==> src/rtl/and2_share_pkg.sv <==
// Shared definitions for the AND-sharing arbiter: state encoding, default sizes
// and the id-width helper.
package and2_share_pkg;

  localparam int unsigned DefNreq  = 4;
  localparam int unsigned DefWidth = 8;

  typedef enum logic {
    StIdle = 1'b0,
    StHold = 1'b1
  } state_e;

  // At least one id bit so a two-requester build still has a usable id port.
  function automatic int unsigned idw_calc(input int unsigned n);
    return (n <= 2) ? 1 : $clog2(n);
  endfunction

endpackage

==> src/rtl/And2.sv <==
// Single-bit two-input AND primitive used as the shared logic resource.
module And2 (
  input  logic I0,
  input  logic I1,
  output logic O
);

  assign O = I0 & I1;

endmodule

==> src/rtl/and2_vec.sv <==
// WIDTH-bit AND built from one And2 primitive per bit; the only datapath shared
// by all requesters.
module and2_vec #(
  parameter int unsigned WIDTH = 8
) (
  input  logic [WIDTH-1:0] I0,
  input  logic [WIDTH-1:0] I1,
  output logic [WIDTH-1:0] O
);

  for (genvar b = 0; b < WIDTH; b++) begin : g_bit
    And2 u_and2 (
      .I0 (I0[b]),
      .I1 (I1[b]),
      .O  (O[b])
    );
  end

endmodule

==> src/rtl/and2_share_arbiter.sv <==
// Round-robin arbiter sharing one AND datapath between NREQ requesters, with a
// registered single-entry response channel that sustains one op per cycle.
module and2_share_arbiter
  import and2_share_pkg::*;
#(
  parameter int unsigned NREQ  = DefNreq,
  parameter int unsigned WIDTH = DefWidth,
  parameter int unsigned IDW   = idw_calc(NREQ)
) (
  input  logic                  CLK,
  input  logic                  ASYNCRESETN,
  input  logic [NREQ-1:0]       req_valid,
  output logic [NREQ-1:0]       req_ready,
  input  logic [NREQ*WIDTH-1:0] req_I0,
  input  logic [NREQ*WIDTH-1:0] req_I1,
  output logic                  resp_valid,
  output logic [IDW-1:0]        resp_id,
  output logic [WIDTH-1:0]      resp_O,
  input  logic                  resp_ready
);

  state_e           state_q, state_d;
  logic [IDW-1:0]   ptr_q, ptr_d;
  logic [IDW-1:0]   id_q, id_d;
  logic [WIDTH-1:0] o_q, o_d;

  logic [IDW-1:0]   grant;
  logic             any_valid;
  logic             can_accept;
  logic             accept;
  logic [WIDTH-1:0] op0, op1, and_out;

  // First valid requester at or after ptr, wrapping modulo NREQ.
  always_comb begin
    int unsigned idx;
    grant     = '0;
    any_valid = 1'b0;
    for (int unsigned k = 0; k < NREQ; k++) begin
      idx = (int'(ptr_q) + k) % NREQ;
      if (!any_valid && req_valid[idx]) begin
        any_valid = 1'b1;
        grant     = IDW'(idx);
      end
    end
  end

  assign can_accept = (state_q == StIdle) || resp_ready;

  always_comb begin
    req_ready = '0;
    if (ASYNCRESETN && can_accept && any_valid) begin
      req_ready[grant] = 1'b1;
    end
  end

  assign accept = |req_ready;

  assign op0 = req_I0[grant*WIDTH +: WIDTH];
  assign op1 = req_I1[grant*WIDTH +: WIDTH];

  and2_vec #(
    .WIDTH (WIDTH)
  ) u_and2_vec (
    .I0 (op0),
    .I1 (op1),
    .O  (and_out)
  );

  always_comb begin
    state_d = state_q;
    ptr_d   = ptr_q;
    id_d    = id_q;
    o_d     = o_q;
    if (accept) begin
      state_d = StHold;
      ptr_d   = IDW'((int'(grant) + 1) % NREQ);
      id_d    = grant;
      o_d     = and_out;
    end else if (state_q == StHold && resp_ready) begin
      state_d = StIdle;
    end
  end

  always_ff @(posedge CLK or negedge ASYNCRESETN) begin
    if (!ASYNCRESETN) begin
      state_q <= StIdle;
      ptr_q   <= '0;
      id_q    <= '0;
      o_q     <= '0;
    end else begin
      state_q <= state_d;
      ptr_q   <= ptr_d;
      id_q    <= id_d;
      o_q     <= o_d;
    end
  end

  assign resp_valid = (state_q == StHold);
  assign resp_id    = id_q;
  assign resp_O     = o_q;

endmodule

==> config.mk <==
export PLATFORM = sky130hd
export DESIGN_NAME = and2_share_arbiter
export DESIGN_NICKNAME = d
export VERILOG_FILES = /design/src/rtl/and2_share_pkg.sv /design/src/rtl/And2.sv /design/src/rtl/and2_vec.sv /design/src/rtl/and2_share_arbiter.sv
export SDC_FILE = /design/constraint.sdc
export NUM_CORES = 1
export LEC_CHECK = 0
export CORE_ASPECT_RATIO = 0.75
export CORE_MARGIN = 2
export CORE_UTILIZATION = 35
export CTS_BUF_LIST = sky130_fd_sc_hd__clkbuf_16
export DETAILED_ROUTE_END_ITERATION = 7
export GPL_TIMING_DRIVEN = 0
export PLACE_DENSITY = 0.87
export REMOVE_ABC_BUFFERS = 1
export SYNTH_ARGS = -nofsm -noshare
export SYNTH_HDL_FRONTEND = slang
export SYNTH_HIERARCHICAL = 1
export SYNTH_SLANG_ARGS = --single-unit
==> constraint.sdc <==
create_clock -name CLK -period 2.4 [get_ports CLK]
set_input_delay 0.36 -clock CLK [delete_from_list [all_inputs] [get_ports CLK]]
set_output_delay 0.36 -clock CLK [all_outputs]
set_load 0.005 [all_outputs]
==> run metrics <==
leading area contributor after synthesis mux2i_1; clock sinks 13; PD cells a little under 800 nW/µm²; ys flop type dfrtp_1; top cells by area, synth mux2i_1, dfrtp_1, mux2_4, and2_1, mux2_2; initial antenna violation count 0; FMAX ~0.41 GHz; met1 usage in global routing approximately a quarter; die area 4040 µm²; vias in the first global route 1361; first-pass GRT wire length 6490 µm; GR peak layer met2; dpl hpwl 2880 µm; TritonCTS clock tree yes; Startpoint Class input pin; Mapped Avg Cell Area 10.9 µm²; # IOs 86; nets 286; Vias/cell 5.26; share of layout cells above drive strength 1 20.6%; largest fanout on the critical path 4; Worst VDD drop between 300 and 400 µV; DR pass1 iterations 4; final wirelength about 4400 µm; port buffer count 85; Placer Congestion 0.744; sequential share of the synthesized area between 20% and 30%; cts hold-fix bufs 0; final hold viol count 0; CP Capture Type primary output; max cap viols 0; Rel. slew slack roughly half; core area 3330 µm²; asr flop ratio synth 100%; cells along the critical path clkdlybuf4s15_1 > nor2b_2 > o21ai_4 > o211ai_4 > buf_16 > nor2b_4 > and2_1 > clkdlybuf4s50_1; 1st-iter DRT viols slightly above 60; via count about 1300; Synth top area share 38.8%; Ys Warns 6; worst-case clock buffer depth 2; root buf cell clkbuf_16; number of setup violations in the final report 1; Slew Viols, Final 0; total gr overflow 0; Global Route Usage Sum 20.7%; critical path required time 2.04 ns; slowest CP cell clkdlybuf4s50_1; LEAKAGE 0.00111 µW; met3 usage 4.01%; Antenna diodes 0; Worst Path Arrival around 2 ns; Period minus WS final 2.41 ns; worst slew pin tran around 0.77 ns; Buf+Inv Stages, Crit Path 3; status complete, but fails checks; post-detailed-route wirelength per cell 17.3 µm; Netlist cell types 24; post-route ant nets 0; DR DRC count 0; CP delay by family, top buffers and inverters; worst setup path category in -> out; Hold/Removal Path Class in -> async; met2 Track Usage GR between 30% and 40%; # fillers approximately 240; clock latency at the later pin of the worst-skew pair 0.24 ns; Starting Density 37.2%; Hold Slack 0.0256 ns; Post-Syn Area 1240 µm²; clk_skew between 0.0015 and 0.002 ns; post-layout util 70.9%; H-Tree Depth 1; EDFF count, synth 0; failing checks negative setup slack; largest net degree at the start of global routing 18; period utilisation layout 100%; Worst-path clk slew 0.04 ns; CP peak stage delay 0.49 ns; PnR worst setup slack -0.0114 ns; Cells after Synth between 100 and 150; die height 55.5 µm; CTS Buf Count 3; synthesized flop and latch total 13; Layout area overhead 90.9%; Die W slightly above 70 µm; cell row count 18
[power breakdown]
group / leakage, µW / internal (µW) / total [µW] / switching [µW]
combinational: 0.000910 / 720 / 1170 / 452
sequential: 0.000159 / 316 / 394 / 77.5
clock: 0.0000423 / 219 / 303 / 84.2
total: 0.00111 / 1260 / 1870 / 614
[cell families (layout without fill, tap and decap cells)]
kind of cell | Yosys count | after routing | synth area share, %
muxes | 57 | 57 | 48.2
buffers and inverters | 10 | 108 | 7.98
and+or+nand+nor | 23 | 23 | 10.4
DFF | 13 | 13 | 26.3
AOI/OAI and AO/OA | 10 | 12 | 6.46
xor gates and xnor gates | 1 | 1 | 0.707
[Yosys cell counts (all sizes together), types with 3 or more instances]
cell type and number:
nor2 5, nand2b 3, inv 3, dfrtp 13, buf 7, mux2i 48, nor2b 4, mux2 9
o21ai 3, and2 9, a21oi 3
[path summary, 6_finish.rpt]
check,from,endpoint,slack [ns],depth (start not counted)
worst min register to register,resp_O[4],resp_O[4],0.51,1
worst max register to register,ptr_q[0],resp_O[6],0.12,9
worst max-delay path,req_valid[0],req_ready[3],-0.01,8
max in group asynchronous,ASYNCRESETN,ptr_q[1],2.10,1
min in group CLK,resp_O[4],resp_O[4],0.51,1
worst min-delay path,ASYNCRESETN,ptr_q[0],0.03,1
[cell type report]
| type | instances | area, µm² | share of cell area (%) |
|---|---|---|---|
| well taps | 40 | 50.0 | 2.12 |
| clock buffers | 3 | 75.1 | 3.17 |
| multi-input cells | 93 | 915 | 38.7 |
| inverters | 3 | 11.3 | 0.476 |
| flip-flops and latches | 13 | 327 | 13.8 |
| repair buffers | 101 | 983 | 41.6 |
| clock inverters | 1 | 3.75 | 0.159 |
[through the flow]
step	cells	setup TNS (ns)	cell area [µm²]	setup WS [ns]	total power (µW)
after global routing	254	-0.152	2360	-0.0688	1970
final	254	-0.0114	2360	-0.0114	1870
after CTS	252	0	2320	0.0159	1830
after global placement	232	-15.61	2050	-1.30	1310
after floorplan	107	-2.07	1150	-0.248	941
after detailed placement	233	-9.72	2090	-1.11	1380
[sequential cells by signal, indices dropped and copies added (netlist names)]
signal	count
ptr_q	2
resp_id	2
resp_valid	1
resp_O	8
[routing by layer]
metal	routed length [µm]	vias up
li1	-	619
met1	1810	635
met2	2220	75
met3	323	6
met4	43	0
met5	0	-
[timing repair]
action                     CTS  global route
cloned                       2             0
setup endpoints to repair   15             4
gates resized for setup     18            15
buffers inserted            13             2
pin swaps                    4             2
[worst reg2reg max path: cells and delay by family (launching register included)]
family	cells	cell delay [ns]
AOI/OAI and AO/OA	2	0.38
muxes	3	0.63
buffers and inverters	2	0.41
DFF	1	0.40
and+or+nand+nor	2	0.35
[cell usage in the layout, fill, tap and decap left out, types with 2 or more instances in the layout]
| master | Yosys | routed |
|---|---|---|
| inv_1 | 3 | 4 |
| a21oi_1 | 2 | 2 |
| nor2_1 | 5 | 5 |
| mux2i_1 | 48 | 48 |
| clkdlybuf4s50_1 | 0 | 79 |
| buf_4 | 0 | 14 |
| clkbuf_16 | 0 | 3 |
| mux2_2 | 5 | 5 |
| nand2b_1 | 3 | 2 |
| dfrtp_1 | 13 | 12 |
| nor2b_4 | 0 | 2 |
| buf_2 | 2 | 2 |
| and2_1 | 9 | 9 |
| o21ai_0 | 2 | 2 |
| mux2_4 | 4 | 4 |
(Power assumes the default switching activity.)
